[config.mk]
export PLATFORM = sky130hd
export DESIGN_NAME = tiny_riscv_load_store_flat
export DESIGN_NICKNAME = d
export VERILOG_FILES = /design/src/rtl/tiny_riscv_defs.sv /design/src/rtl/tiny_riscv_load_store_if.sv /design/src/rtl/tiny_riscv_load_align.sv /design/src/rtl/tiny_riscv_load_store.sv /design/src/flat_wrapper.sv
export SDC_FILE = /design/constraint.sdc
export NUM_CORES = 1
export LEC_CHECK = 0
export CORE_UTILIZATION = 38
export CTS_CLUSTER_DIAMETER = 60
export CTS_CLUSTER_SIZE = 25
export DETAILED_ROUTE_END_ITERATION = 6
export GPL_TIMING_DRIVEN = 0
export HOLD_SLACK_MARGIN = 0.12
export PLACE_DENSITY = 0.84
export SETUP_SLACK_MARGIN = 0.5
export SLEW_MARGIN = 25
export SYNTH_ARGS = -nofsm -noshare
export SYNTH_HDL_FRONTEND = slang
export SYNTH_SLANG_ARGS = --single-unit
export TNS_END_PERCENT = 5
[constraint.sdc]
create_clock -name i_Clk -period 1.8 [get_ports i_Clk]
set_input_delay 0.18 -clock i_Clk [delete_from_list [all_inputs] [get_ports i_Clk]]
set_output_delay 0.18 -clock i_Clk [all_outputs]
set_load 0.01 [all_outputs]
[src/rtl/tiny_riscv_defs.sv]
// Shared RV32I load/store definitions: funct3 width codes, byte-lane mask
// constants, load/store FSM state encoding and small decode helpers used by
// the decoder and the load/store unit.
// Ports: none (package).
package tiny_riscv_defs;

  // RV32I load/store width codes (funct3)
  localparam logic [2:0] F3_B  = 3'b000;
  localparam logic [2:0] F3_H  = 3'b001;
  localparam logic [2:0] F3_W  = 3'b010;
  localparam logic [2:0] F3_BU = 3'b100;
  localparam logic [2:0] F3_HU = 3'b101;

  // Byte-lane write-enable patterns before lane shifting
  localparam logic [3:0] MASK_NONE = 4'b0000;
  localparam logic [3:0] MASK_BYTE = 4'b0001;
  localparam logic [3:0] MASK_HALF = 4'b0011;
  localparam logic [3:0] MASK_WORD = 4'b1111;

  typedef enum logic [2:0] {
    IDLE  = 3'd0,
    READ  = 3'd1,
    WAIT  = 3'd2,
    WRITE = 3'd3,
    DONE  = 3'd4
  } ls_state_e;

  // Misaligned access or a funct3 that is not a legal load/store width.
  // BU/HU exist only for loads.
  function automatic logic ls_fault(input logic       is_store,
                                    input logic [2:0] funct3,
                                    input logic [1:0] addr_lo);
    logic f;
    case (funct3)
      F3_B:    f = 1'b0;
      F3_H:    f = addr_lo[0];
      F3_W:    f = (addr_lo != 2'b00);
      F3_BU:   f = is_store;
      F3_HU:   f = is_store | addr_lo[0];
      default: f = 1'b1;
    endcase
    return f;
  endfunction

  // Byte-lane enables for a legal store
  function automatic logic [3:0] ls_store_mask(input logic [2:0] funct3,
                                               input logic [1:0] addr_lo);
    logic [3:0] m;
    case (funct3)
      F3_B:    m = MASK_BYTE << addr_lo;
      F3_H:    m = MASK_HALF << {addr_lo[1], 1'b0};
      F3_W:    m = MASK_WORD;
      default: m = MASK_NONE;
    endcase
    return m;
  endfunction

  // Replicate the store operand across all lanes so the mask alone selects
  // the destination bytes.
  function automatic logic [31:0] ls_store_lanes(input logic [2:0]  funct3,
                                                 input logic [31:0] data);
    logic [31:0] w;
    case (funct3)
      F3_B:    w = {4{data[7:0]}};
      F3_H:    w = {2{data[15:0]}};
      default: w = data;
    endcase
    return w;
  endfunction

endpackage

[src/rtl/tiny_riscv_load_store_if.sv]
// CPU request/response and word-memory signals of the load/store unit.
// slave modport: the load/store unit; master modport: CPU + memory side.
//   i_req_valid/o_req_ready handshake, i_is_store, i_funct3, i_addr,
//   i_store_data; o_resp_valid pulse with o_load_data/o_fault;
//   o_mem_addr, o_mem_read_strobe, i_mem_data, o_mem_write_data,
//   o_mem_write_mask toward a single-port word memory.
interface tiny_riscv_load_store_if;
  logic        i_req_valid;
  logic        o_req_ready;
  logic        i_is_store;
  logic [2:0]  i_funct3;
  logic [31:0] i_addr;
  logic [31:0] i_store_data;
  logic        o_resp_valid;
  logic [31:0] o_load_data;
  logic        o_fault;
  logic [31:0] o_mem_addr;
  logic        o_mem_read_strobe;
  logic [31:0] i_mem_data;
  logic [31:0] o_mem_write_data;
  logic [3:0]  o_mem_write_mask;

  modport slave (
    input  i_req_valid, i_is_store, i_funct3, i_addr, i_store_data, i_mem_data,
    output o_req_ready, o_resp_valid, o_load_data, o_fault,
           o_mem_addr, o_mem_read_strobe, o_mem_write_data, o_mem_write_mask
  );

  modport master (
    output i_req_valid, i_is_store, i_funct3, i_addr, i_store_data, i_mem_data,
    input  o_req_ready, o_resp_valid, o_load_data, o_fault,
           o_mem_addr, o_mem_read_strobe, o_mem_write_data, o_mem_write_mask
  );
endinterface

[src/rtl/tiny_riscv_load_align.sv]
// Combinational load alignment: selects the addressed byte/halfword of a
// memory word and sign- or zero-extends it according to funct3.
// Ports: i_word (raw memory word), i_addr_lo (byte offset), i_funct3
// (width code), o_result (aligned 32-bit load value, 0 for illegal codes).
module tiny_riscv_load_align
  import tiny_riscv_defs::*;
(
  input  logic [31:0] i_word,
  input  logic [1:0]  i_addr_lo,
  input  logic [2:0]  i_funct3,
  output logic [31:0] o_result
);

  logic [7:0]  lane_b;
  logic [15:0] lane_h;

  // Lane selection followed by extension
  always_comb begin
    lane_b   = 8'h00;
    lane_h   = 16'h0000;
    o_result = 32'h0000_0000;
    case (i_addr_lo)
      2'b00:   lane_b = i_word[7:0];
      2'b01:   lane_b = i_word[15:8];
      2'b10:   lane_b = i_word[23:16];
      2'b11:   lane_b = i_word[31:24];
      default: lane_b = 8'h00;
    endcase
    if (i_addr_lo[1]) begin
      lane_h = i_word[31:16];
    end else begin
      lane_h = i_word[15:0];
    end
    case (i_funct3)
      F3_B:    o_result = {{24{lane_b[7]}}, lane_b};
      F3_H:    o_result = {{16{lane_h[15]}}, lane_h};
      F3_W:    o_result = i_word;
      F3_BU:   o_result = {24'h00_0000, lane_b};
      F3_HU:   o_result = {16'h0000, lane_h};
      default: o_result = 32'h0000_0000;
    endcase
  end

endmodule

[src/rtl/tiny_riscv_load_store.sv]
// RV32I load/store unit. Accepts one request at a time, checks alignment
// at accept, then drives a single-port word memory: loads take
// READ -> WAIT -> DONE (one-cycle registered read), stores WRITE -> DONE,
// faults go straight to DONE without touching memory.
// Ports: i_Clk (clock), i_Rst (synchronous active-high reset),
// bus (tiny_riscv_load_store_if.slave: CPU request/response + memory).
module tiny_riscv_load_store
  import tiny_riscv_defs::*;
(
  input  logic                           i_Clk,
  input  logic                           i_Rst,
  tiny_riscv_load_store_if.slave         bus
);

  ls_state_e   state_q, state_d;
  logic        is_store_q, is_store_d;
  logic [2:0]  funct3_q, funct3_d;
  logic [31:0] addr_q, addr_d;
  logic [31:0] store_data_q, store_data_d;
  logic        fault_q, fault_d;
  logic [31:0] load_data_q, load_data_d;
  logic [31:0] align_s;

  tiny_riscv_load_align u_align (
    .i_word    (bus.i_mem_data),
    .i_addr_lo (addr_q[1:0]),
    .i_funct3  (funct3_q),
    .o_result  (align_s)
  );

  // State and request registers
  always_ff @(posedge i_Clk) begin
    if (i_Rst) begin
      state_q      <= IDLE;
      is_store_q   <= 1'b0;
      funct3_q     <= 3'b000;
      addr_q       <= 32'h0000_0000;
      store_data_q <= 32'h0000_0000;
      fault_q      <= 1'b0;
      load_data_q  <= 32'h0000_0000;
    end else begin
      state_q      <= state_d;
      is_store_q   <= is_store_d;
      funct3_q     <= funct3_d;
      addr_q       <= addr_d;
      store_data_q <= store_data_d;
      fault_q      <= fault_d;
      load_data_q  <= load_data_d;
    end
  end

  // Next-state logic, request capture and load result update
  always_comb begin
    state_d      = state_q;
    is_store_d   = is_store_q;
    funct3_d     = funct3_q;
    addr_d       = addr_q;
    store_data_d = store_data_q;
    fault_d      = fault_q;
    load_data_d  = load_data_q;
    case (state_q)
      IDLE: begin
        if (bus.i_req_valid) begin
          is_store_d   = bus.i_is_store;
          funct3_d     = bus.i_funct3;
          addr_d       = bus.i_addr;
          store_data_d = bus.i_store_data;
          if (ls_fault(bus.i_is_store, bus.i_funct3, bus.i_addr[1:0])) begin
            fault_d = 1'b1;
            state_d = DONE;
            // A faulting load reports zero; a faulting store leaves it alone
            if (!bus.i_is_store) begin
              load_data_d = 32'h0000_0000;
            end else begin
              load_data_d = load_data_q;
            end
          end else begin
            fault_d = 1'b0;
            if (bus.i_is_store) begin
              state_d = WRITE;
            end else begin
              state_d = READ;
            end
          end
        end else begin
          state_d = IDLE;
        end
      end
      READ:    state_d = WAIT;
      WAIT: begin
        load_data_d = align_s;  // memory word is valid this cycle
        state_d     = DONE;
      end
      WRITE:   state_d = DONE;
      DONE:    state_d = IDLE;
      default: state_d = IDLE;
    endcase
  end

  // All outputs decode registered state only
  assign bus.o_req_ready       = (state_q == IDLE);
  assign bus.o_resp_valid      = (state_q == DONE);
  assign bus.o_fault           = (state_q == DONE) & fault_q;
  assign bus.o_load_data       = load_data_q;
  assign bus.o_mem_addr        = addr_q;
  assign bus.o_mem_read_strobe = (state_q == READ);
  assign bus.o_mem_write_mask  = (state_q == WRITE) ? ls_store_mask(funct3_q, addr_q[1:0])
                                                    : MASK_NONE;
  assign bus.o_mem_write_data  = ls_store_lanes(funct3_q, store_data_q);

  // is_store_q is kept for debug visibility of the latched request
  logic unused_s;
  assign unused_s = is_store_q;

endmodule

[src/flat_wrapper.sv]
// flat-port wrapper written by rule: the top's interface ports become plain ports
module tiny_riscv_load_store_flat import tiny_riscv_defs::*;
  (i_Clk, i_Rst, bus_i_req_valid, bus_i_is_store, bus_i_funct3, bus_i_addr, bus_i_store_data, bus_i_mem_data, bus_o_req_ready, bus_o_resp_valid, bus_o_load_data, bus_o_fault, bus_o_mem_addr, bus_o_mem_read_strobe, bus_o_mem_write_data, bus_o_mem_write_mask);
  tiny_riscv_load_store_if bus_i ();
  input  logic i_Clk;
  input  logic i_Rst;
  input wire logic [$bits(bus_i.i_req_valid)-1:0] bus_i_req_valid;
  input wire logic [$bits(bus_i.i_is_store)-1:0] bus_i_is_store;
  input wire logic [$bits(bus_i.i_funct3)-1:0] bus_i_funct3;
  input wire logic [$bits(bus_i.i_addr)-1:0] bus_i_addr;
  input wire logic [$bits(bus_i.i_store_data)-1:0] bus_i_store_data;
  input wire logic [$bits(bus_i.i_mem_data)-1:0] bus_i_mem_data;
  output wire logic [$bits(bus_i.o_req_ready)-1:0] bus_o_req_ready;
  output wire logic [$bits(bus_i.o_resp_valid)-1:0] bus_o_resp_valid;
  output wire logic [$bits(bus_i.o_load_data)-1:0] bus_o_load_data;
  output wire logic [$bits(bus_i.o_fault)-1:0] bus_o_fault;
  output wire logic [$bits(bus_i.o_mem_addr)-1:0] bus_o_mem_addr;
  output wire logic [$bits(bus_i.o_mem_read_strobe)-1:0] bus_o_mem_read_strobe;
  output wire logic [$bits(bus_i.o_mem_write_data)-1:0] bus_o_mem_write_data;
  output wire logic [$bits(bus_i.o_mem_write_mask)-1:0] bus_o_mem_write_mask;
  assign bus_i.i_req_valid = bus_i_req_valid;
  assign bus_i.i_is_store = bus_i_is_store;
  assign bus_i.i_funct3 = bus_i_funct3;
  assign bus_i.i_addr = bus_i_addr;
  assign bus_i.i_store_data = bus_i_store_data;
  assign bus_i.i_mem_data = bus_i_mem_data;
  assign bus_o_req_ready = bus_i.o_req_ready;
  assign bus_o_resp_valid = bus_i.o_resp_valid;
  assign bus_o_load_data = bus_i.o_load_data;
  assign bus_o_fault = bus_i.o_fault;
  assign bus_o_mem_addr = bus_i.o_mem_addr;
  assign bus_o_mem_read_strobe = bus_i.o_mem_read_strobe;
  assign bus_o_mem_write_data = bus_i.o_mem_write_data;
  assign bus_o_mem_write_mask = bus_i.o_mem_write_mask;
  tiny_riscv_load_store u_core (.i_Clk(i_Clk), .i_Rst(i_Rst), .bus(bus_i));
endmodule
==> run_results.csv <==
group,metric,value,unit
outcome,run_status,"finished with violations",
outcome,violations,"negative setup slack",
drt,wl,19000,um
clock_tree,hold_buffers,0,
clock_tree,tritoncts,"built",
power_and_ir_drop,internal_power,4.56,mW
sta,finalCritPeriodShare,104,%
critical_path,cp-startpoint,"u_core.funct3_q[0]",
grt,grt_util_all_layers,25.5,%
synth,seq_area_frac_synth,44.0,%
grt,grt_start_max_net_pins,16,
drt,viasPerCell,5.51,
power_and_ir_drop,vdd_ir_drop_max,745,uV
final_layout,fin_nets,928,
floorplan,die-area,12800,um2
sta,tightest_slew,0.765,ns
sta,finalSetupViolCount,10,
drt,vias,5382,
grt,grt_first_pass_wirelength,25100,um
power_and_ir_drop,power_density,777,nW/um2
placement,place.gp.congestion,0.935,
grt,first_global_vias,4971,
critical_path,path_max_fanout,8,
sta,grt_setup_unrepaired,"true",
sta,fin_ws,-0.0658,ns
min_path,hp-class,"in -> reg",
clock_tree,clk_transition_reported_paths,0.08,ns
synth,netlist_instances,588,
power_and_ir_drop,clkPwrFrac,29.7,%
placement,hpwl,11900,um
power_and_ir_drop,comb_power_share,31.6,%
critical_path,cp.required,1.62,ns
clock_tree,cts_root_buffer,"clkbuf_16",
sta,whs,0.143,ns
drt,drc_errors,0,
placement,place_inst,940,
sta,fmax,536,MHz
clock_tree,ctsHtreeMaxLevel,3,
drt,postRouteAntennaNets,0,
flow_run,maxCapViolations,0,
power_and_ir_drop,power.switching,2.11,mW
critical_path,rr_startpoint,"u_core.state_q[1]",
critical_path,worst_setup_path_end_kind,"output pin",
floorplan,core-area,12000,um2
drt,firstDrtPassIters,5,
placement,port_buffers,205,
grt,antenna_found_initial,0,
sta,period_needed,1.87,ns
synth,synth_ff_type,"dfxtp_1",
final_layout,areaGrowthSynthToFinish,83.1,%
final_layout,drive_gt1_share,38.7,%
min_path,hold_start,"bus_i_funct3[2]",
synth,synth_area,4680,um2
clock_tree,max-clock-path-buffers,2,
synth,yosys_warnings,0,
sta,hold_violations,0,
clock_tree,cts_made_buffers,9,
synth,synth_cell_types,38,
drt,met3WireLength,1570,um
critical_path,critical_path_class,"reg -> out",
drt,wirelength_met1,7290,um
clock_tree,cts.sink_count,103,
power_and_ir_drop,p_seq_share,38.7,%
floorplan,die_width,113,um
sta,skew,0.0135,ns
grt,overflow,0,
synth,avgSynthCellArea,7.96,um2
sta,final_max_slew_viol_count,0,
drt,drt-initial-drc-count,421,
final_layout,final_cell_count_no_fill,976,
drt,met2_length,9190,um
floorplan,num_rows,40,
synth,synth_async_sr_flop_share,0,%
critical_path,worst_ep_arrival_time,1.69,ns
power_and_ir_drop,p_sw_share,31.6,%
drt,top_layer,"met4",
synth,synth-seq-cells,103,
clock_tree,worstSkewPairLatency,0.36,ns
floorplan,pin_count,207,
sta,relSlewSlack,49.0,%
final_layout,n_antenna_cell,0,
critical_path,cp-start-kind,"flip-flop",
synth,synth_enable_flop_cells,0,
power_and_ir_drop,p_leak,3.76,nW
drt,wire_per_inst,19.5,um
synth,syn_nets,691,
floorplan,start_util,39.0,%
floorplan,die_h,113,um
per-layer routing:
metal / global-route usage (%) / vias up
met5: 0 / -
met4: 12.3 / 0
met3: 7.28 / 71
met2: 42.7 / 288
met1: 30.0 / 2538
li1: - / 2485
power by group through the flow:
stage | Combinational (mW) | Clock (mW) | Sequential (mW)
2_1_floorplan | 0.782 | 0 | 2.57
3_3_place_gp | 1.56 | 0 | 2.55
3_5_place_dp | 1.58 | 0 | 2.56
4_1_cts | 1.65 | 1.96 | 2.51
5_1_grt | 2.22 | 2.07 | 2.59
6_report | 2.11 | 1.98 | 2.58
cell usage after synthesis (2+ instances only):
cell type / count / area [um2]
a211oi_1: 3 / 22.5
a21o_1: 3 / 22.5
a21oi_1: 78 / 390
a221oi_1: 5 / 43.8
a22oi_1: 17 / 128
a2bb2oi_1: 2 / 17.5
and2_1: 2 / 12.5
buf_2: 12 / 60.1
buf_4: 8 / 60.1
buf_6: 3 / 33.8
clkbuf_1: 31 / 116
dfxtp_1: 103 / 2060
inv_1: 2 / 7.51
mux2_2: 21 / 236
mux2i_1: 21 / 210
nand2_1: 179 / 672
nand2b_1: 4 / 25.0
nand3_1: 2 / 10.0
nor2_1: 25 / 93.8
nor2b_1: 2 / 12.5
nor3b_1: 4 / 30.0
nor4b_1: 2 / 17.5
o21ai_0: 9 / 45.0
o21ai_1: 27 / 135
o22ai_1: 4 / 25.0
o31ai_1: 7 / 52.6
repair_timing:
| action | in CTS | in global routing |
|---|---|---|
| pin swaps | 36 | 131 |
| endpoints found under the hold margin | 0 | 0 |
| resized for setup | 301 | 288 |
| setup endpoints to repair | 207 | 137 |
| setup buffers | 10 | 10 |
| gates cloned | 0 | 1 |
placed cells by master (no fill, tap or decap), drive strengths merged, types with 2 or more instances in the layout:
master	instances
nand2b	4
and2	2
nor2	25
nor4b	3
a21oi	78
nand3	2
dlygate4sd2	67
nor3b	5
mux2i	21
o31ai	7
nor2b	2
a21o	3
clkdlybuf4s50	99
o22ai	4
inv	2
o21ai	36
buf	90
a22oi	17
a221oi	5
a211oi	3
a2bb2oi	2
mux2	21
clkinvlp	2
dfxtp	103
nor3	2
clkbuf	35
nand2	179
registers in the layout (all words and copies together), names as in the netlist:
signal and count:
u_core.store_data_q 32, u_core.bus.o_load_data 32, u_core.funct3_q 3, u_core.state_q 3, u_core.fault_q 1, u_core.bus.o_mem_addr 32
kinds of logic (layout without fill, tap and decap cells):
group	count (synthesis)	in the layout	share of synthesized area, %
multiplexers	43	43	10.0
AO/OA/AOI/OAI	158	158	19.7
buffers and inverters	57	298	6.01
flip-flops	103	103	44.0
AND/OR/NAND/NOR	227	227	20.2
stage by stage:
stage	area (um2)	util (%)	total power, mW	setup TNS (ns)	setup slack (ns)
CTS	7510	62.5	6.12	-0.215	-0.0815
floorplan	4760	-	3.35	0	0.193
global placement	7000	58.3	4.12	-25.69	-0.470
finish	8580	71.4	6.66	-0.478	-0.0658
global route	8580	71.4	6.89	-1.34	-0.0917
detailed placement	7000	58.3	4.14	-24.74	-0.474
critical path: stages, from the launching register on:
cell and delay [ns]:
dfxtp_2 0.33, buf_8 0.12, buf_8 0.12, buf_12 0.13
buf_6 0.12, mux2i_1 0.13, a21oi_1 0.19, buf_2 0.18
layout make-up:
| type | count | area, um2 |
|---|---|---|
| timing repair buffer | 226 | 2110 |
| clock inverter | 3 | 45.0 |
| buffer | 55 | 591 |
| sequential | 103 | 2090 |
| fill | 868 | 3430 |
| inverter | 2 | 12.5 |
| clock buffer | 12 | 236 |
| tap | 147 | 184 |
| multi-input combinational | 428 | 3310 |
path summary, 6_finish.rpt:
kind	end	slack, ns	depth (start not counted)
worst max-delay path	bus_o_mem_write_data[29]	-0.07	7
worst min register to register	u_core.bus.o_load_data[26]	0.45	2
worst max register to register	u_core.bus.o_mem_addr[12]	0.01	7
worst min-delay path	u_core.funct3_q[2]	0.14	3
No activity file was read; power rests on OpenSTA's default activity.
